`src/rtl/uart_cmd_pkg.sv`:
```
// Shared FSM encoding, ASCII command constants and decode helper for uart_cmd_decoder.
// UART_CMD_PARITY_EN adds the PARITY state to the encoding.
package uart_cmd_pkg;

    localparam int OVERSAMPLE_DEFAULT = 16;

    localparam logic [7:0] ASCII_UP_UC     = 8'h55;
    localparam logic [7:0] ASCII_UP_LC     = 8'h75;
    localparam logic [7:0] ASCII_DOWN_UC   = 8'h44;
    localparam logic [7:0] ASCII_DOWN_LC   = 8'h64;
    localparam logic [7:0] ASCII_LEFT_UC   = 8'h4C;
    localparam logic [7:0] ASCII_LEFT_LC   = 8'h6C;
    localparam logic [7:0] ASCII_RUN_UC    = 8'h43;
    localparam logic [7:0] ASCII_RUN_LC    = 8'h63;
    localparam logic [7:0] ASCII_REPORT_UC = 8'h52;
    localparam logic [7:0] ASCII_REPORT_LC = 8'h72;

    typedef enum logic [2:0] {
        ST_IDLE      = 3'd0,
        ST_START     = 3'd1,
        ST_DATA      = 3'd2,
`ifdef UART_CMD_PARITY_EN
        ST_PARITY    = 3'd3,
`endif
        ST_STOP      = 3'd4,
        ST_WAIT_HIGH = 3'd5
    } state_e;

    typedef struct packed {
        logic report;
        logic run;
        logic left;
        logic down;
        logic up;
    } cmd_t;

    function automatic cmd_t decode_cmd(input logic [7:0] b);
        cmd_t c;
        c = '0;
        case (b)
            ASCII_UP_UC,     ASCII_UP_LC:     c.up     = 1'b1;
            ASCII_DOWN_UC,   ASCII_DOWN_LC:   c.down   = 1'b1;
            ASCII_LEFT_UC,   ASCII_LEFT_LC:   c.left   = 1'b1;
            ASCII_RUN_UC,    ASCII_RUN_LC:    c.run    = 1'b1;
            ASCII_REPORT_UC, ASCII_REPORT_LC: c.report = 1'b1;
            default: ;
        endcase
        return c;
    endfunction

endpackage

```
`src/rtl/uart_rx_tick_gen.sv`:
```
// Oversample tick generator: down-counter reloaded with DIV-1, one-cycle tick at terminal count.
// restart reloads the counter so the first tick lands DIV cycles later.
module uart_rx_tick_gen #(
    parameter int DIV = 651
) (
    input  logic clk,
    input  logic reset,
    input  logic restart,
    output logic tick
);

    localparam int W = (DIV > 1) ? $clog2(DIV) : 1;
    localparam logic [W-1:0] LOAD = W'(DIV - 1);

    logic [W-1:0] cnt_q, cnt_d;

    always_comb begin
        cnt_d = cnt_q;
        tick  = 1'b0;
        if (restart) begin
            cnt_d = LOAD;
        end else if (cnt_q == '0) begin
            cnt_d = LOAD;
            tick  = 1'b1;
        end else begin
            cnt_d = cnt_q - W'(1);
        end
    end

    always_ff @(posedge clk or negedge reset) begin
        if (!reset) cnt_q <= LOAD;
        else        cnt_q <= cnt_d;
    end

endmodule

```
`src/rtl/uart_cmd_decoder.sv`:
```
// 8N1 UART receiver that turns single ASCII characters into one-cycle command pulses.
// Define UART_CMD_PARITY_EN to expect an even-parity bit between D7 and stop.
//
// state     | meaning
// ----------+--------------------------------------------------------------
// IDLE      | line idle, waiting for rx_s low
// START     | counting to mid start bit; high there means glitch
// DATA      | sampling D0..D7 mid-bit, LSB first
// PARITY    | sampling even-parity bit (UART_CMD_PARITY_EN only)
// STOP      | sampling stop bit; emit rx_valid/cmd or frame_err
// WAIT_HIGH | stop bit was low (break); wait for line to return high
module uart_cmd_decoder
    import uart_cmd_pkg::*;
#(
    parameter int CLK_FREQ   = 100_000_000,
    parameter int BAUD       = 9600,
    parameter int OVERSAMPLE = OVERSAMPLE_DEFAULT
) (
    input  logic       clk,
    input  logic       reset,
    input  logic       rx,
    output logic [7:0] rx_data,
    output logic       rx_valid,
    output logic       frame_err,
    output logic       cmd_up,
    output logic       cmd_down,
    output logic       cmd_left,
    output logic       cmd_run,
    output logic       cmd_report
);

    localparam int DIV = CLK_FREQ / (BAUD * OVERSAMPLE);
    localparam int CW  = $clog2(OVERSAMPLE);
    localparam logic [CW-1:0] HALF_LAST = CW'(OVERSAMPLE / 2 - 1);
    localparam logic [CW-1:0] FULL_LAST = CW'(OVERSAMPLE - 1);

    logic rx_meta_q, rx_s_q;
    logic rx_s;
    logic tick, restart;

    state_e        state_q, state_d;
    logic [CW-1:0] tick_cnt_q, tick_cnt_d;
    logic [2:0]    bit_idx_q, bit_idx_d;
    logic [7:0]    shift_q, shift_d;
    logic [7:0]    rx_data_q, rx_data_d;
    logic          rx_valid_q, rx_valid_d;
    logic          frame_err_q, frame_err_d;
    cmd_t          cmd_q, cmd_d;
`ifdef UART_CMD_PARITY_EN
    logic          par_err_q, par_err_d;
`endif

    // Synchronizer flops reset high so a released reset never looks like a start edge by itself.
    always_ff @(posedge clk or negedge reset) begin
        if (!reset) begin
            rx_meta_q <= 1'b1;
            rx_s_q    <= 1'b1;
        end else begin
            rx_meta_q <= rx;
            rx_s_q    <= rx_meta_q;
        end
    end

    assign rx_s = rx_s_q;

    uart_rx_tick_gen #(
        .DIV (DIV)
    ) u_tick_gen (
        .clk     (clk),
        .reset   (reset),
        .restart (restart),
        .tick    (tick)
    );

    always_comb begin
        state_d     = state_q;
        tick_cnt_d  = tick_cnt_q;
        bit_idx_d   = bit_idx_q;
        shift_d     = shift_q;
        rx_data_d   = rx_data_q;
        rx_valid_d  = 1'b0;
        frame_err_d = 1'b0;
        cmd_d       = '0;
        restart     = 1'b0;
`ifdef UART_CMD_PARITY_EN
        par_err_d   = par_err_q;
`endif

        case (state_q)
            ST_IDLE: begin
                if (!rx_s) begin
                    state_d    = ST_START;
                    tick_cnt_d = '0;
                    restart    = 1'b1;
                end
            end
            ST_START: begin
                if (tick) begin
                    if (tick_cnt_q == HALF_LAST) begin
                        tick_cnt_d = '0;
                        bit_idx_d  = '0;
                        state_d    = rx_s ? ST_IDLE : ST_DATA;
                    end else begin
                        tick_cnt_d = tick_cnt_q + CW'(1);
                    end
                end
            end
            ST_DATA: begin
                if (tick) begin
                    if (tick_cnt_q == FULL_LAST) begin
                        tick_cnt_d = '0;
                        shift_d    = {rx_s, shift_q[7:1]};
                        bit_idx_d  = bit_idx_q + 3'd1;
                        if (bit_idx_q == 3'd7) begin
`ifdef UART_CMD_PARITY_EN
                            state_d   = ST_PARITY;
                            par_err_d = 1'b0;
`else
                            state_d   = ST_STOP;
`endif
                        end
                    end else begin
                        tick_cnt_d = tick_cnt_q + CW'(1);
                    end
                end
            end
`ifdef UART_CMD_PARITY_EN
            ST_PARITY: begin
                if (tick) begin
                    if (tick_cnt_q == FULL_LAST) begin
                        tick_cnt_d = '0;
                        par_err_d  = (rx_s != ^shift_q);
                        state_d    = ST_STOP;
                    end else begin
                        tick_cnt_d = tick_cnt_q + CW'(1);
                    end
                end
            end
`endif
            ST_STOP: begin
                if (tick) begin
                    if (tick_cnt_q == FULL_LAST) begin
                        tick_cnt_d = '0;
                        if (!rx_s) begin
                            frame_err_d = 1'b1;
                            state_d     = ST_WAIT_HIGH;
`ifdef UART_CMD_PARITY_EN
                        end else if (par_err_q) begin
                            frame_err_d = 1'b1;
                            state_d     = ST_IDLE;
`endif
                        end else begin
                            rx_data_d  = shift_q;
                            rx_valid_d = 1'b1;
                            cmd_d      = decode_cmd(shift_q);
                            state_d    = ST_IDLE;
                        end
                    end else begin
                        tick_cnt_d = tick_cnt_q + CW'(1);
                    end
                end
            end
            ST_WAIT_HIGH: begin
                if (rx_s) state_d = ST_IDLE;
            end
            default: state_d = ST_IDLE;
        endcase
    end

    always_ff @(posedge clk or negedge reset) begin
        if (!reset) begin
            state_q     <= ST_IDLE;
            tick_cnt_q  <= '0;
            bit_idx_q   <= '0;
            shift_q     <= '0;
            rx_data_q   <= '0;
            rx_valid_q  <= 1'b0;
            frame_err_q <= 1'b0;
            cmd_q       <= '0;
`ifdef UART_CMD_PARITY_EN
            par_err_q   <= 1'b0;
`endif
        end else begin
            state_q     <= state_d;
            tick_cnt_q  <= tick_cnt_d;
            bit_idx_q   <= bit_idx_d;
            shift_q     <= shift_d;
            rx_data_q   <= rx_data_d;
            rx_valid_q  <= rx_valid_d;
            frame_err_q <= frame_err_d;
            cmd_q       <= cmd_d;
`ifdef UART_CMD_PARITY_EN
            par_err_q   <= par_err_d;
`endif
        end
    end

    assign rx_data    = rx_data_q;
    assign rx_valid   = rx_valid_q;
    assign frame_err  = frame_err_q;
    assign cmd_up     = cmd_q.up;
    assign cmd_down   = cmd_q.down;
    assign cmd_left   = cmd_q.left;
    assign cmd_run    = cmd_q.run;
    assign cmd_report = cmd_q.report;

endmodule

```
`config.mk`:
```
export PLATFORM = sky130hd
export DESIGN_NAME = uart_cmd_decoder
export DESIGN_NICKNAME = d
export VERILOG_FILES = /design/src/rtl/uart_cmd_pkg.sv /design/src/rtl/uart_rx_tick_gen.sv /design/src/rtl/uart_cmd_decoder.sv
export SDC_FILE = /design/constraint.sdc
export NUM_CORES = 1
export LEC_CHECK = 0
export ABC_AREA = 1
export CAP_MARGIN = 20
export CORE_MARGIN = 8
export CORE_UTILIZATION = 57
export DETAILED_ROUTE_END_ITERATION = 10
export GPL_ROUTABILITY_DRIVEN = 0
export PLACE_DENSITY_LB_ADDON = 0.08
export SLEW_MARGIN = 20
export SYNTH_ARGS = -nofsm -noshare
export SYNTH_HDL_FRONTEND = slang
export SYNTH_SLANG_ARGS = --single-unit
```
`constraint.sdc`:
```
create_clock -name clk -period 1.7 [get_ports clk]
set_input_delay 0.17 -clock clk [delete_from_list [all_inputs] [get_ports clk]]
set_output_delay 0.17 -clock clk [all_outputs]
set_load 0.02 [all_outputs]
```
# Yosys cells after proc, flatten, opt, wreduce, memory -nomap -nowiden
# Index checks and enable logic that the tools add are counted.
[totals]
regBits = 45
out_inout_bits = 15
elab_cells = 105
[classes]
addsub = 3
n_eq_ne = 27
muxes = 45
n_reduce_logical = 15
[ops]
columns = ["cell", "n"]
rows = [
  ["== test 8 x 7 -> 1 bit (second input constant)", 10],
  ["2-to-1 mux 3 bit", 14],
  ["2-to-1 mux 10 bit", 2],
  ["2-to-1 mux 4 bit", 5],
  ["2-to-1 mux 5 bit", 4],
  ["!= test 2 bit (second input constant)", 9],
  ["2-to-1 mux 1 bit", 16],
  ["case mux 3 bit (5 select lines)", 1],
  ["case mux 4 bit (3 select lines)", 1],
  ["OR reduction 2 bit", 6],
  ["zero test 10 bit", 1],
  ["subtractor 10 x 1 -> 10 bit (second input constant)", 1],
  ["== test 3 bit (second input constant)", 3],
  ["AND reduction 9 bit", 1],
  ["AND reduction 4 bit", 2],
  ["case mux 3 bit (2 select lines)", 1],
  ["AND reduction 5 bit", 1],
  ["adder 4 x 1 -> 4 bit (second input constant)", 1],
  ["== test 4 x 3 -> 1 bit (second input constant)", 1],
  ["== test 4 bit (second input constant)", 1],
  ["adder 3 x 1 -> 3 bit (second input constant)", 1],
  ["== test 3 x 1 -> 1 bit (second input constant)", 1],
  ["== test 3 x 2 -> 1 bit (second input constant)", 1],
  ["zero test 3 bit", 1],
  ["other kinds (5)", 5],
]

# Logic depth before layout (Yosys ltp)
[depth]
ltp_word = 7
ltp_mapped = 11
ltp_nobuf = 11

# Hierarchy
# A second synthesis with hierarchy kept.
[hier_totals]
cells_unflattened = 245
hier_area_um2 = 2259.7
[by_module_without_submodules]
columns = ["mod", "n_inst", "cells_each", "area_each_um2", "seq_area_each_um2"]
rows = [
  ["uart_cmd_decoder", 1, 186, 1731.7, 878.3],
  ["uart_rx_tick_gen", 1, 59, 528.0, 255.2],
]

# Worst setup path before layout
# Ideal clock, no wire load.
[synth_timing]
path_type = "flip-flop to flip-flop"
startpoint = "reg u_tick_gen.cnt_q[0]"
endpoint = "reg rx_data_q[1] (netlist: rx_data[1])"
setup_time_ps = 117
arrival_ps = 1379
slack_ps = 204
path_stages_with_launch = 11
path_buffers = 1
period_less_slack_ps = 1496
cell_sequence = "dfrtp_1 > inv_1 > ha_1 > nand3_1 > nor2_1 > nand3_2 > inv_2 > nand4_4 > buf_6 > nor2_1 > nor2_1"
[synth_between]
elab_chain_len = 4
[synth_rtl]
columns = ["element", "line", "rtl"]
rows = [
  ["from (decl)", "uart_rx_tick_gen.sv:15", "logic [W-1:0] cnt_q, cnt_d;"],
  ["from (signal assigned)", "uart_rx_tick_gen.sv:32", "else cnt_q <= cnt_d;"],
  ["zero test 10 bit", "uart_rx_tick_gen.sv:22", "end else if (cnt_q == '0) begin"],
  ["2-to-1 mux 1 bit", "uart_rx_tick_gen.sv:22", ""],
  ["2-to-1 mux 1 bit", "uart_rx_tick_gen.sv:20", "if (restart) begin"],
  ["AND reduction 4 bit (no source line)", "--", ""],
  ["to (signal assigned)", "uart_cmd_decoder.sv:188", "rx_data_q <= rx_data_d;"],
  ["to (decl)", "uart_cmd_decoder.sv:45", "logic [7:0] rx_data_q, rx_data_d;"],
]
# Every way passes these cells.
# A chain may end at the register's enable or synchronous reset.

# Final worst setup path
[layout_timing]
startpoint = "reg u_tick_gen.cnt_q[0]"
endpoint = "reg rx_data_q[3] (netlist: rx_data[3])"
# Same word-level chain as after synthesis.

==> results.tsv <==
stage	metric	value	unit
outcome	status	complete, no violations	
sta	clock.fmax	0.606	GHz
floorplanning	rows	22	
worst_setup_path	worstPathMaxFanout	7	
layout	regArea	0.00114	mm2
layout	multiInputGateArea	0.00100	mm2
worst_setup_path	cp.required	1.89	ns
grt	grt_max_degree	27	
logic_synthesis	yosysWarnings	0	
layout	antenna_cells	0	
logic_synthesis	post-synth-top-area-cell	dfrtp_1	
sta	drv_slew	0	
power_and_ir_drop	irDropWorstVdd	0.000611	V
floorplanning	core	0.00369	mm2
clock_tree	clock_latency	0.29	ns
grt	overflow	0	
placement	hpwl	3090	um
logic_synthesis	yosysMostFrequentCell	nand2_1	
logic_synthesis	synth-edff-count	0	
logic_synthesis	synth_top_area_frac	0.445	
worst_setup_path	worstReg2RegStart	u_tick_gen.cnt_q[0]	
sta	min_period	1.65	ns
floorplanning	fp.dieH	78.0	um
worst_setup_path	startpoint_type	flip-flop	
grt	grt_pass1_vias	1649	
routing	routed_wl	4570	um
logic_synthesis	ys_seq_area_frac	0.517	
floorplanning	die_w	78.0	um
job	drv_cap	0	
sta	fin_worst_hold_slack	0.280	ns
grt	grt_usage	0.153	
clock_tree	root_buffer	clkbuf_8	
logic_synthesis	ys_types	26	
logic_synthesis	synthTopCellsByArea	dfrtp_1 45%, nand2_1 10%, dfstp_2 7.2%	
sta	setup_ws	0.0491	ns
worst_hold_path	hold_class	input port to flip-flop	
worst_setup_path	worstPathArrival	1.84	ns
layout	nNetsFinal	307	
clock_tree	clk_pin_slew	0.08	ns
power_and_ir_drop	leakagePower	1.32	nW
placement	portBuffers	17	
routing	vias	1787	
worst_setup_path	crit_type	flip-flop to flip-flop	
worst_setup_path	reg2reg_slack	0.05	ns
layout	syn2layout_area_growth	25.0	%
routing	drt_iter0_drc	114	
clock_tree	cts_buffer_depth	2	
worst_setup_path	crit_path_start	u_tick_gen.cnt_q[0]	
worst_setup_path	r2r_end	rx_data[3]	
logic_synthesis	ys.flop_type	dfrtp_1	
worst_setup_path	cp-endpoint	rx_data[3]	
sta	setup_viol_count_final	0	
logic_synthesis	netlist_instances	264	
routing	dr.pass1.iters	5	
clock_tree	cts.sinks	45	
floorplanning	initial_core_util	0.594	
clock_tree	htreeDepth	2	
clock_tree	cts_made_buffers	5	
logic_synthesis	async_flop_share	1.00	
logic_synthesis	synth_commonest_cells	61 x nand2_1, 40 x nor2_1, 39 x dfrtp_1	
sta	worst_pin_slew	0.567	ns
routing	drc	0	
grt	grt_pass1_wl	7550	um
layout	final_area	0.00274	mm2
sta	final.setup.tns	0	ns
logic_synthesis	synth_area	0.00219	mm2
sta	slew_headroom	0.622	
layout	fin_util	0.742	
sta	period_share	0.971	
routing	wire_per_inst	13.1	um
sta	hold_violations	0	
routing	postRouteAntennaNets	0	
logic_synthesis	synth_fp_nets	272	
worst_setup_path	cp-end-kind	flip-flop	
floorplanning	dieArea	0.00608	mm2
worst_setup_path	reg2regPathDepth	10	
sta	finClkSkew	0.00685	ns
clock_tree	cts_tree	built	
routing	viasPerCell	5.14	
power_and_ir_drop	power.density	692	mW/mm2
floorplanning	ioPinCount	18	
logic_synthesis	ys_seq_elements	45	
placement	place_area	0.00245	mm2
layout	drive_gt1_frac	0.213	
logic_synthesis	avgSynthCellArea	8.30	um2
grt	antenna_found_initial	0	
placement	pre_cts_slack	0.0127	ns
layout	nFillCells	269	
-- flip-flops by register name, indices dropped and copies added, names as in the netlist --
register	flops
cmd_left	1
cmd_down	1
rx_valid	1
state_q	3
rx_s	1
cmd_up	1
bit_idx_q	3
frame_err	1
cmd_run	1
rx_meta_q	1
u_tick_gen.cnt_q	10
tick_cnt_q	4
shift_q	8
rx_data	8
cmd_report	1
-- timing repair --
item / CTS / global route
pin swaps: 0 / 6
gates resized for setup: 1 / 30
endpoints found under the hold margin: 18 / 0
hold buffers: 1 / 0
buffers inserted: 3 / 3
cloned: 0 / 0
setup endpoints to repair: 3 / 29
-- per-stage QoR --
| stage | std cells | total power [mW] |
|---|---|---|
| 6_report | 348 | 1.90 |
| 5_1_grt | 348 | 1.96 |
| 4_1_cts | 345 | 1.91 |
| 3_5_place_dp | 333 | 1.13 |
| 3_3_place_gp | 333 | 1.13 |
| 2_1_floorplan | 264 | 1.10 |
-- critical path, stage by stage (launching register included) --
cell	delay, ns
dfrtp_1	0.40
inv_2	0.10
ha_4	0.15
nand3_2	0.09
nor2_4	0.13
nand3_4	0.14
inv_6	0.12
nand4_4	0.12
buf_12	0.17
nor2_1	0.08
nor2_1	0.04
-- layout make-up --
class                           count  area share
Clock buffer                        6      0.0265
Clock inverter                      2      0.0128
Inverter                           35      0.0498
Multi-Input combinational cell    181       0.367
Sequential cell                    45       0.415
Tap cell                           48      0.0219
Timing Repair Buffer               31       0.107
-- logic make-up (layout without fill, tap and decap cells) --
logic type / count (synthesis) / count (layout) / synth area share
AND/OR/NAND/NOR: 140 / 140 / 0.295
buffers and inverters: 38 / 74 / 0.0697
XOR/XNOR: 4 / 4 / 0.0160
adder cells (fa/ha/maj): 5 / 5 / 0.0286
flip-flops: 45 / 45 / 0.517
AO/OA/AOI/OAI: 32 / 32 / 0.0731
-- per-layer routing --
metal	track usage	up-vias	wire length (um)
met4	0.0667	0	47
met3	0.0346	5	229
met1	0.202	838	2120
met2	0.235	37	2170
met5	0	-	0
li1	-	907	-
-- cell usage in the layout, fill, tap and decap left out, types with 2 or more instances in the layout --
master / instances
o21ai_1: 18
buf_6: 2
ha_1: 3
o21ai_0: 8
or2_1: 2
dfrtp_2: 2
dfstp_2: 6
inv_2: 3
buf_4: 10
nand3_1: 12
nor3_1: 3
nor2_4: 3
nand4_1: 3
a21oi_1: 4
clkdlybuf4s50_1: 16
clkbuf_8: 5
xor2_1: 3
dfrtp_1: 37
nand2_4: 2
nand2_2: 3
nor2_1: 35
inv_1: 31
nor3_2: 4
nand2_1: 57
nor2_2: 6
nand3_2: 6
-- power by group --
group	internal (mW)	switching, mW	total, mW
registers	1.07	0.000842	1.07
logic	0.00931	0.0243	0.0336
clock network	0.436	0.351	0.787
total	1.52	0.376	1.90
-- worst min-delay path by stage --
stage,startpoint,cells after the start,end
4_1_cts,rx,1,rx_meta_q
5_1_grt,rx,1,rx_meta_q
2_1_floorplan,reset,0,bit_idx_q[0]
6_report,rx,1,rx_meta_q
3_3_place_gp,reset,1,u_tick_gen.cnt_q[4]
3_5_place_dp,reset,1,u_tick_gen.cnt_q[4]
Power figures use the tool's default switching activity.
